`config.mk`:
```
export PLATFORM = sky130hd
export DESIGN_NAME = seq_alu
export DESIGN_NICKNAME = d
export VERILOG_FILES = /design/src/rtl/alu_pkg.sv /design/src/rtl/alu_muldiv_iter.sv /design/src/rtl/seq_alu.sv
export SDC_FILE = /design/constraint.sdc
export NUM_CORES = 2
export LEC_CHECK = 0
export CAP_MARGIN = 20
export CORE_MARGIN = 2
export CORE_UTILIZATION = 45
export CTS_CLUSTER_SIZE = 25
export DETAILED_ROUTE_END_ITERATION = 16
export GPL_TIMING_DRIVEN = 0
export PLACE_DENSITY = 0.59
export SLEW_MARGIN = 20
export SYNTH_ARGS = -nofsm -noshare
export SYNTH_HDL_FRONTEND = slang
export SYNTH_HIERARCHICAL = 1
export SYNTH_SLANG_ARGS = --single-unit
```
`constraint.sdc`:
```
create_clock -name clk -period 8.5 [get_ports clk]
set_input_delay 2.125 -clock clk [delete_from_list [all_inputs] [get_ports clk]]
set_output_delay 2.125 -clock clk [all_outputs]
set_load 0.005 [all_outputs]
```
`src/rtl/alu_pkg.sv`:
```
// Shared definitions for the sequential integer ALU.
//   - opcode map (OP_ADD .. OP_REM), unchanged from the single-cycle ALU
//   - mode encoding (signed / unsigned)
//   - control FSM state encoding
//   - is_iter_op(): opcodes served by the iterative multiply/divide unit
package alu_pkg;

  localparam logic [3:0] OP_ADD = 4'h0;
  localparam logic [3:0] OP_SUB = 4'h1;
  localparam logic [3:0] OP_AND = 4'h2;
  localparam logic [3:0] OP_OR  = 4'h3;
  localparam logic [3:0] OP_SLL = 4'h4;
  localparam logic [3:0] OP_SRL = 4'h5;
  localparam logic [3:0] OP_SRA = 4'h6;
  localparam logic [3:0] OP_GT  = 4'h7;
  localparam logic [3:0] OP_LT  = 4'h8;
  localparam logic [3:0] OP_MUL = 4'h9;
  localparam logic [3:0] OP_DIV = 4'hA;
  localparam logic [3:0] OP_REM = 4'hB;

  localparam logic MODE_SIGNED   = 1'b1;
  localparam logic MODE_UNSIGNED = 1'b0;

  typedef enum logic [1:0] {
    S_IDLE = 2'd0,
    S_BUSY = 2'd1,
    S_DONE = 2'd2
  } state_t;

  function automatic logic is_iter_op(input logic [3:0] opc);
    return (opc == OP_MUL) || (opc == OP_DIV) || (opc == OP_REM);
  endfunction

endpackage

```
`src/rtl/alu_muldiv_iter.sv`:
```
// Iterative multiply / restoring divide, one bit per cycle.
//   clk, rst         : clock, synchronous active-high reset (aborts any run)
//   start            : load operands and begin a WIDTH-step run
//   is_div           : 1 = divide (quotient + remainder), 0 = multiply
//   is_signed        : operands are two's complement
//   opa, opb         : dividend/multiplier, divisor/multiplicand
//   done             : high in the cycle whose edge performs the final step
//   quo, rem, prod   : results of the final step, valid while done is high
//
// Signed operands are reduced to magnitudes at start; the sign fix-up is
// applied combinationally to the final step's outputs so the caller can
// register finished results on the same edge as the last step.
module alu_muldiv_iter #(
  parameter int WIDTH = 32
) (
  input  logic               clk,
  input  logic               rst,
  input  logic               start,
  input  logic               is_div,
  input  logic               is_signed,
  input  logic [WIDTH-1:0]   opa,
  input  logic [WIDTH-1:0]   opb,
  output logic               done,
  output logic [WIDTH-1:0]   quo,
  output logic [WIDTH-1:0]   rem,
  output logic [2*WIDTH-1:0] prod
);

  localparam int CW = $clog2(WIDTH + 1);

  logic [CW-1:0]    cnt;
  logic [WIDTH-1:0] acc;    // product high half / partial remainder
  logic [WIDTH-1:0] sh;     // multiplier bits / dividend bits -> quotient
  logic [WIDTH-1:0] mag_b;  // multiplicand / divisor magnitude
  logic             div_r;
  logic             neg_q;  // negate product / quotient
  logic             neg_r;  // negate remainder (dividend was negative)

  logic             a_neg, b_neg;
  logic [WIDTH-1:0] a_mag, b_mag;

  assign a_neg = is_signed & opa[WIDTH-1];
  assign b_neg = is_signed & opb[WIDTH-1];
  assign a_mag = a_neg ? -opa : opa;
  assign b_mag = b_neg ? -opb : opb;

  logic [WIDTH:0]   add_sum, rem_t, rem_diff;
  logic [WIDTH-1:0] acc_nx, sh_nx;
  logic [2*WIDTH-1:0] prod_mag;

  always_comb begin
    add_sum  = {1'b0, acc} + {1'b0, mag_b};
    rem_t    = {acc, sh[WIDTH-1]};
    rem_diff = rem_t - {1'b0, mag_b};
    acc_nx   = acc;
    sh_nx    = sh;
    if (div_r) begin
      // Restoring step: keep the difference only if it did not borrow.
      if (!rem_diff[WIDTH]) acc_nx = rem_diff[WIDTH-1:0];
      else                  acc_nx = rem_t[WIDTH-1:0];
      sh_nx = {sh[WIDTH-2:0], ~rem_diff[WIDTH]};
    end else begin
      // Right-shifting shift-add: {acc, sh} converges to the product.
      if (sh[0]) {acc_nx, sh_nx} = {add_sum, sh[WIDTH-1:1]};
      else       {acc_nx, sh_nx} = {1'b0, acc, sh[WIDTH-1:1]};
    end
  end

  assign prod_mag = {acc_nx, sh_nx};
  assign prod     = neg_q ? -prod_mag : prod_mag;
  assign quo      = neg_q ? -sh_nx : sh_nx;
  assign rem      = neg_r ? -acc_nx : acc_nx;
  assign done     = (cnt == CW'(1));

  always_ff @(posedge clk) begin
    if (rst) begin
      cnt   <= '0;
      acc   <= '0;
      sh    <= '0;
      mag_b <= '0;
      div_r <= 1'b0;
      neg_q <= 1'b0;
      neg_r <= 1'b0;
    end else if (start) begin
      cnt   <= CW'(WIDTH);
      acc   <= '0;
      sh    <= a_mag;
      mag_b <= b_mag;
      div_r <= is_div;
      neg_q <= a_neg ^ b_neg;
      neg_r <= a_neg;
    end else if (cnt != '0) begin
      cnt <= cnt - CW'(1);
      acc <= acc_nx;
      sh  <= sh_nx;
    end
  end

endmodule

```
`src/rtl/seq_alu.sv`:
```
// Multi-cycle integer ALU with valid/ready handshakes on both sides.
//   clk, rst              : clock, synchronous active-high reset
//   in_valid / in_ready   : operation offer; in_ready is high only in IDLE
//   op, mode, a, b        : opcode, signed(1)/unsigned(0), operands
//   out_valid / out_ready : result held in DONE until the consumer takes it
//   result, result_hi     : primary result (quotient for DIV), MUL high half
//   overflow, zero, div_by_zero : status flags for the held result
//
// Single-cycle ops are computed from the live inputs and registered on the
// accepting edge. MUL/DIV/REM hand off to alu_muldiv_iter and finish
// WIDTH edges later. All outputs are registered.
module seq_alu
  import alu_pkg::*;
#(
  parameter int WIDTH = 32,
  parameter int SHW   = $clog2(WIDTH)
) (
  input  logic             clk,
  input  logic             rst,
  input  logic             in_valid,
  output logic             in_ready,
  input  logic [3:0]       op,
  input  logic             mode,
  input  logic [WIDTH-1:0] a,
  input  logic [WIDTH-1:0] b,
  output logic             out_valid,
  input  logic             out_ready,
  output logic [WIDTH-1:0] result,
  output logic [WIDTH-1:0] result_hi,
  output logic             overflow,
  output logic             zero,
  output logic             div_by_zero
);

  localparam logic [WIDTH-1:0] MIN_VAL = {1'b1, {(WIDTH-1){1'b0}}};

  state_t           state;
  logic [3:0]       op_r;
  logic             mode_r;
  logic [WIDTH-1:0] a_r, b_r;

  logic is_signed;
  assign is_signed = (mode == MODE_SIGNED);

  // ---------------- single-cycle datapath ----------------
  logic [WIDTH:0]   add_w, sub_w;
  logic [SHW-1:0]   shamt;
  logic [WIDTH-1:0] sc_res;
  logic             sc_ovf;

  always_comb begin
    add_w  = {1'b0, a} + {1'b0, b};
    sub_w  = {1'b0, a} - {1'b0, b};   // bit WIDTH is the unsigned borrow
    shamt  = b[SHW-1:0];
    sc_res = '0;
    sc_ovf = 1'b0;
    case (op)
      OP_ADD: begin
        sc_res = add_w[WIDTH-1:0];
        sc_ovf = is_signed ? ((a[WIDTH-1] == b[WIDTH-1]) && (add_w[WIDTH-1] != a[WIDTH-1]))
                           : add_w[WIDTH];
      end
      OP_SUB: begin
        sc_res = sub_w[WIDTH-1:0];
        sc_ovf = is_signed ? ((a[WIDTH-1] != b[WIDTH-1]) && (sub_w[WIDTH-1] != a[WIDTH-1]))
                           : sub_w[WIDTH];
      end
      OP_AND: sc_res = a & b;
      OP_OR:  sc_res = a | b;
      OP_SLL: sc_res = a << shamt;
      OP_SRL: sc_res = a >> shamt;
      OP_SRA: sc_res = $signed(a) >>> shamt;
      OP_GT:  sc_res = {{(WIDTH-1){1'b0}}, is_signed ? ($signed(a) > $signed(b)) : (a > b)};
      OP_LT:  sc_res = {{(WIDTH-1){1'b0}}, is_signed ? ($signed(a) < $signed(b)) : (a < b)};
      default: ;  // iterative ops finish later; undefined opcodes yield 0
    endcase
  end

  // ---------------- iterative unit ----------------
  logic               it_start, it_done;
  logic [WIDTH-1:0]   it_quo, it_rem;
  logic [2*WIDTH-1:0] it_prod;

  assign it_start = (state == S_IDLE) && in_valid && is_iter_op(op);

  alu_muldiv_iter #(.WIDTH(WIDTH)) u_iter (
    .clk       (clk),
    .rst       (rst),
    .start     (it_start),
    .is_div    ((op == OP_DIV) || (op == OP_REM)),
    .is_signed (is_signed),
    .opa       (a),
    .opb       (b),
    .done      (it_done),
    .quo       (it_quo),
    .rem       (it_rem),
    .prod      (it_prod)
  );

  // Final values for the iterative ops, from the latched request.
  logic [WIDTH-1:0] fin_res, fin_hi;
  logic             fin_ovf, fin_dbz, b_zero;

  always_comb begin
    fin_res = '0;
    fin_hi  = '0;
    fin_ovf = 1'b0;
    fin_dbz = 1'b0;
    b_zero  = (b_r == '0);
    if (op_r == OP_MUL) begin
      fin_res = it_prod[WIDTH-1:0];
      fin_hi  = it_prod[2*WIDTH-1:WIDTH];
      fin_ovf = (mode_r == MODE_SIGNED) ? (fin_hi != {WIDTH{fin_res[WIDTH-1]}})
                                        : (fin_hi != '0);
    end else begin
      // Divide by zero ran the full iteration count; override its output.
      fin_dbz = b_zero;
      fin_ovf = (mode_r == MODE_SIGNED) && (a_r == MIN_VAL) && (b_r == '1);
      if (b_zero) fin_res = (op_r == OP_DIV) ? '1 : a_r;
      else        fin_res = (op_r == OP_DIV) ? it_quo : it_rem;
    end
  end

  // ---------------- control FSM + output registers ----------------
  always_ff @(posedge clk) begin
    if (rst) begin
      state       <= S_IDLE;
      in_ready    <= 1'b1;
      out_valid   <= 1'b0;
      result      <= '0;
      result_hi   <= '0;
      overflow    <= 1'b0;
      zero        <= 1'b0;
      div_by_zero <= 1'b0;
      op_r        <= '0;
      mode_r      <= 1'b0;
      a_r         <= '0;
      b_r         <= '0;
    end else begin
      case (state)
        S_IDLE: begin
          if (in_valid) begin
            op_r     <= op;
            mode_r   <= mode;
            a_r      <= a;
            b_r      <= b;
            in_ready <= 1'b0;
            if (is_iter_op(op)) begin
              state <= S_BUSY;
            end else begin
              state       <= S_DONE;
              out_valid   <= 1'b1;
              result      <= sc_res;
              result_hi   <= '0;
              overflow    <= sc_ovf;
              zero        <= (sc_res == '0);
              div_by_zero <= 1'b0;
            end
          end
        end
        S_BUSY: begin
          if (it_done) begin
            state       <= S_DONE;
            out_valid   <= 1'b1;
            result      <= fin_res;
            result_hi   <= fin_hi;
            overflow    <= fin_ovf;
            zero        <= (fin_res == '0);
            div_by_zero <= fin_dbz;
          end
        end
        S_DONE: begin
          if (out_ready) begin
            state     <= S_IDLE;
            out_valid <= 1'b0;
            in_ready  <= 1'b1;
          end
        end
        default: begin
          state     <= S_IDLE;
          out_valid <= 1'b0;
          in_ready  <= 1'b1;
        end
      endcase
    end
  end

endmodule

```
**Word level (Yosys, flattened, before mapping)**

Cells that the tools add are included.

- Output and inout port bits: 69
- Logic and storage cells: 156
- Bits in registers: 245
- Input bits: 73

- Reduce and logical (&&, ||, !) cells: 24
- Shift operators: 3
- Bitwise gates (word level): 7
- Mux-type cells: 61
- Eq/ne operators: 27
- Add/subtract/negate cells: 10
- Order comparisons: 4

Operator list:

| cell | count |
|---|---|
| $mux 32 | 22 |
| $pmux 32 s9 | 1 |
| $neg 32->32 | 4 |
| $pmux 32 s2 | 2 |
| $logic_not 32->1 | 3 |
| $add 32x32->33 | 2 |
| $eq 32x32->1 const B | 2 |
| $gt 32x32->1 | 2 |
| $lt 32x32->1 | 2 |
| $mux 64 | 1 |
| $neg 64->64 | 1 |
| $sub 32x32->33 | 1 |
| $sub 33x32->33 | 1 |
| $and 32x32->32 | 1 |
| $ne 32x32->1 | 1 |
| $or 32x32->32 | 1 |
| $reduce_bool 32->1 | 1 |
| $shl 32x5->32 | 1 |
| $shr 32x5->32 | 1 |
| $sshr 32x5->32 | 1 |
| $eq 4x4->1 const B | 6 |
| $mux 1 | 22 |
| $eq 4x3->1 const B | 4 |
| $mux 6 | 2 |
| other kinds (26) | 51 |

**Logic depth before layout (Yosys ltp)**

- Depth in word-level cells: 11
- Mapped depth: 28
- Mapped depth without buffers: 26

**Hierarchy**

Netlist, hierarchy kept.

By module, submodules not included:

| module | area each (um^2) | instances | seq. area each (um^2) | cells an instance |
|---|---|---|---|---|
| seq_alu | 16654.7 | 1 | 2802.7 | 2346 |
| alu_muldiv_iter | 13252.7 | 1 | 2102.0 | 1867 |

**Worst setup path after synthesis**

OpenSTA, ideal clock, no wires.

- Kind: input-to-reg
- From: input b[2]
- To: register zero
- Library setup time: 0.096 ns
- Required time: 8.404 ns
- Arrival time: 6.195 ns
- Buffers on the path: 5
- Setup slack: 2.210 ns
- Cell stages on the path: 18
- Path through: buf_4 -> buf_2 -> inv_1 -> buf_2 -> buf_1 -> ha_1 -> buf_2 -> a211oi_1 -> o21ai_0 -> and2_1 -> a31o_2 -> a311o_1 -> a221oi_1 -> o21ai_0 -> and4bb_1 -> nand4_1 -> or4_1 -> o41ai_2

- Cells in the longest elaborated chain, start to end: 7
- Elaborated cells on any way between the ends: 18
- Classes of those cells: add/sub: 2; order compare: 4; shift: 3; mux: 6; bitwise: 2; reduce/logical: 1

RTL lines:

| element | line | RTL |
|---|---|---|
| from (decl) | seq_alu.sv:25 | `input logic [WIDTH-1:0] b,` |
| $lt 32x32->1 or $gt 32x32->1 (tied branches) | seq_alu.sv:74, seq_alu.sv:73 |  |
| $mux 1 (on tied branches) | seq_alu.sv:74, seq_alu.sv:73 |  |
| $pmux 32 s9 * | seq_alu.sv:57 | `case (op)` |
| $logic_not 32->1 * | seq_alu.sv:156 | `zero <= (sc_res == '0);` |
| $mux 1 * | seq_alu.sv:148 | `if (is_iter_op(op)) begin` |
| $mux 1 * | seq_alu.sv:142 | `if (in_valid) begin` |
| $pmux 1 s2 * | seq_alu.sv:140 | `case (state)` |
| to (signal assigned) | seq_alu.sv:156 |  |
| to (signal assigned) | seq_alu.sv:168 | `zero <= (fin_res == '0);` |
| to (decl) | seq_alu.sv:31 | `output logic zero,` |

Mark *: on every way between the ends. The rest lies on a longest branch, timed or not. The select of a mux whose other input is x is not followed.
A chain may end at the register's enable or synchronous reset.

**Final worst setup path**

- From: input b[3]
- To: register zero

Same word-level chain as after synthesis.

==> results.txt <==
----------------------------------------------------
[Status]
  Result of the run ... finished, violations left
  Violations in the final reports ... negative setup slack

[Timing]
  Transition time of the tightest slew-check pin ... between 1000 and 1500 ps
  Hold violation total from the final report ... 0
  Final max-slew violation count ... 0
  Achievable frequency ... 115 MHz
  Post-route clock period utilization ... 102%
  Count of final setup violators ... 1
  Final Critical Period ... between 8000 and 9000 ps
  Worst Setup Slack, final ... -182 ps
  Final Skew ... between 20 and 30 ps
  Setup repair after global routing missed its margin ... true
  Headroom to the max-slew limit ... 10.3%

[Detailed routing]
  Routed length per placed instance ... roughly 31 um
  Number of DRC violations after detailed-routing iteration 0 ... roughly 4.8k
  Vias/cell ... roughly 7
  Detailed Route WL ... around 170 mm
  Length of the first detailed-routing pass in iterations ... 9
  Number of nets with antenna violations after routing ... 0
  Via Count ... approximately 36k
  DRC violations left ... 0

[Pwr]
  Max IR drop VDD ... ~0.00019 V
  Power density of the placed cells ... 247 mW/mm2
  Static leakage power ... about 13 nW

[Worst setup path]
  Crit Path Class ... in -> reg
  Endpoint required time on the critical path ... roughly 9000 ps
  Critical path arrival ... 9180 ps
  Startpoint of the lowest-slack register-to-register path ... u_iter/sh[31]$_SDFFE_PP0P_
  Critical path launch point type ... input port
  Max Fanout on Critical Path ... 11
  Start point of the critical path ... b[3]
  Nature of the critical path endpoint ... flop

[Clocking]
  Clock transition time at the flip-flop clock pins of the worst setup and hold paths ... about 60 ps
  Maximum clock path buffer count ... 3
  CTS sink cnt ... 245
  Total CTS buffers ... 28
  Setup Buffers After CTS ... 0
  CTS tree ... yes
  Latest clock arrival within the worst-skew pair ... about 600 ps
  Post_cts resized ... 0
  Cts-stage hold buffer count ... 0
  Clock Root Buffer ... clkbuf_16
  Level count of the clock H-tree ... 1

[GRT]
  Number of antenna violations at the first check in global routing ... 8
  Overall overflow remaining after global route ... 0
  Wire length of the first global-routing pass ... 233 mm
  Largest net degree at the start of global routing ... 17
  Tot GR Track Use ... roughly 47%
  Vias in the first global route ... 33.2k

[Floorplanning]
  Core area ... around 0.066 mm2
  Initial core utilization ... a little under half
  Count of standard-cell rows ... 94
  Height of the chip ... between 200 and 300 um
  Width of the die ... 262 um
  Top Ports ... between 100 and 150
  Area enclosed by the die boundary ... just under 0.07 mm2

[Yosys]
  Cells after synthesis ... 4213
  Number of enable flip-flop cells after synthesis ... 0
  Count of synthesis-stage warnings from yosys ... 6
  Largest area contributor in the synthesized netlist ... dfxtp_1
  Number of synthesized register bits ... 245
  Net count after synthesis ... 4457
  Largest cells by area after synthesis ... dfxtp_1, ha_1, a21oi_1
  Async SR Flop Fraction ... 0%
  Seq/Total Area, Yosys ... 16.4%
  Yosys top cell area share ... between 15 and 20%
  Leading register cell type out of synthesis ... dfxtp_1
  Per-instance average area after synthesis ... approximately 7.1 um2
  Synthesized area ... 0.0299 mm2
  Netlist cell types ... 120

[Cells and area]
  Share of cells above drive strength 1 ... 7.80%
  Area growth from synthesis to layout ... 12.1%
  Count of filler cells inserted in the layout ... 6828
  Cell Count, Final, Fillers Out ... 5279
  NumNets Final ... approximately 4.6k

[Placed design]
  Worst slack, placed ... -322 ps
  Port bufs ... 141
  Number of cells in the design after placement ... 5223
  Routability Congestion ... between 1 and 1.5
  Dpl hpwl ... 133 mm

[Hold path]
  Worst hold path startpoint ... op_r[3]$_SDFFE_PP0P_
  Class of the tightest hold or removal check ... reg -> reg

[Flow run]
  Max-capacitance violation count ... 0

----------------------------------------------------
-- per-stage QoR --
step           setup TNS [ps]  util [%]  power, W  hold slack, ps  area (um2)
3_3_place_gp             -282      49.3   0.00669             442       32400
2_1_floorplan               0         -   0.00506             432       29900
5_1_grt                 -25.4      51.0   0.00864             478       33500
4_1_cts                     0      50.9   0.00805             453       33500
3_5_place_dp             -322      49.4   0.00673             445       32500
6_report                 -182      51.0   0.00828             455       33500
-- worst max-delay path: stages --
cell and delay (ps):
clkdlybuf4s50_1 980, clkinv_1 700, clkbuf_1 520, clkbuf_1 540, ha_1 460, clkbuf_1 290, nor2_1 180, o31ai_2 180
a21oi_1 240, o41ai_2 640, o2bb2ai_1 380, o221a_2 300, o21ai_0 240, nor4_1 290, nand4_1 240, or4_1 540
o41ai_2 330
-- layout make-up --
| type | instances | area [um2] | share of cell area (%) |
|---|---|---|---|
| antenna | 5 | 12.5 | 0.0373 |
| buffer | 357 | 1630 | 4.87 |
| clock buffer | 39 | 812 | 2.42 |
| clock inverter | 12 | 179 | 0.534 |
| inverter | 167 | 627 | 1.87 |
| multi-input combinational | 3444 | 22800 | 68.1 |
| sequential | 245 | 4900 | 14.6 |
| tap | 864 | 1080 | 3.23 |
| timing repair buffer | 146 | 1450 | 4.32 |
-- flip-flops by register name, summed over array words and instances (netlist names), 2 cells and up --
signal,cells
u_iter/mag_b,32
u_iter/acc,32
u_iter/cnt,6
op_r,4
result_hi,32
a_r,32
result,32
b_r,32
u_iter/sh,32
state,2
-- worst paths after layout --
kind / end / slack [ps] / depth (start not counted)
setup reg to reg: overflow$_SDFFE_PP0P_ / 420 / 26
hold reg to reg: op_r[3]$_SDFFE_PP0P_ / 450 / 2
hold / removal: op_r[3]$_SDFFE_PP0P_ / 450 / 2
setup / recovery: zero$_SDFFE_PP0P_ / -180 / 17
-- logic make-up (layout without fill, tap and decap cells) --
logic type / after synthesis / count (layout) / synth area share (%)
adder cells (fa/ha/maj): 171 / 171 / 7.25
flip-flops: 245 / 245 / 16.4
multiplexers: 214 / 214 / 8.84
other: 0 / 5 / 0
buffers and inverters: 524 / 721 / 7.55
XOR/XNOR: 195 / 195 / 5.71
AND/OR/NAND/NOR: 1509 / 1509 / 23.9
AO/OA/AOI/OAI: 1355 / 1355 / 30.4
-- layout by cell type, fill, tap and decap left out, types with 24 or more instances in the layout --
master           netlist  layout
nand2_1              471     471
nor2_1               465     465
a21oi_1              405     405
dfxtp_1              245     245
clkbuf_1             238     241
o21ai_0              229     227
ha_1                 167     167
inv_1                162     162
clkdlybuf4s50_1        0     141
a211oi_1             123     122
mux2i_1              120     120
xnor2_1              114     114
nor3_1                89      89
xor2_1                81      81
nand3_1               77      77
nor4_1                67      66
nand4_1               63      63
mux2_2                60      60
a21o_1                53      53
o22ai_1               50      50
o211ai_1              48      48
a22oi_1               44      44
buf_2                 41      42
nor2b_1               42      42
buf_4                 37      41
nand2b_1              40      40
o31ai_1               38      38
or3_1                 36      36
mux4_2                34      34
a31oi_1               35      33
o221ai_1              30      30
clkbuf_16              0      28
buf_1                 26      26
and3_1                25      25
a221oi_1              26      25
a311oi_1              28      24
-- where the power goes --
group | switching, W | internal (W) | total [W]
Combinational | 0.00361 | 0.00186 | 0.00547
Clock | 0.000532 | 0.000762 | 0.00129
Sequential | 0.000213 | 0.00130 | 0.00151
-- routing by layer --
layer | share of wire [%] | vias up | GRT usage (%)
met5 | 0.046 | - | 0
met4 | 9.5 | 10 | 36.7
met3 | 11 | 670 | 11.9
met2 | 42 | 2475 | 72.1
met1 | 37 | 17100 | 55.7
li1 | - | 15900 | -
-- cells in the mapped netlist (13+ instances only) --
cell type,count
nand3b_1,13
and3_1,25
o221ai_1,30
buf_4,37
o22ai_1,50
inv_1,162
nor2_1,465
o2111ai_1,14
o21ai_0,229
nand2_1,471
o41ai_1,14
mux4_2,34
a31oi_1,35
nand4_1,63
nor3_1,89
o211ai_1,48
buf_2,41
nand3_1,77
a21oi_1,405
ha_1,167
dfxtp_1,245
mux2i_1,120
a22oi_1,44
nor4_1,67
buf_6,13
o21a_1,16
o21ai_1,17
a211oi_1,123
mux2_2,60
buf_1,26
nand2b_1,40
xnor2_1,114
clkbuf_1,238
nor2b_1,42
or3_1,36
a21o_1,53
or4_1,20
or2_2,18
a311oi_1,28
xor2_1,81
and2_1,20
a221oi_1,26
o31ai_1,38
No activity file was read; power rests on OpenSTA's default activity.
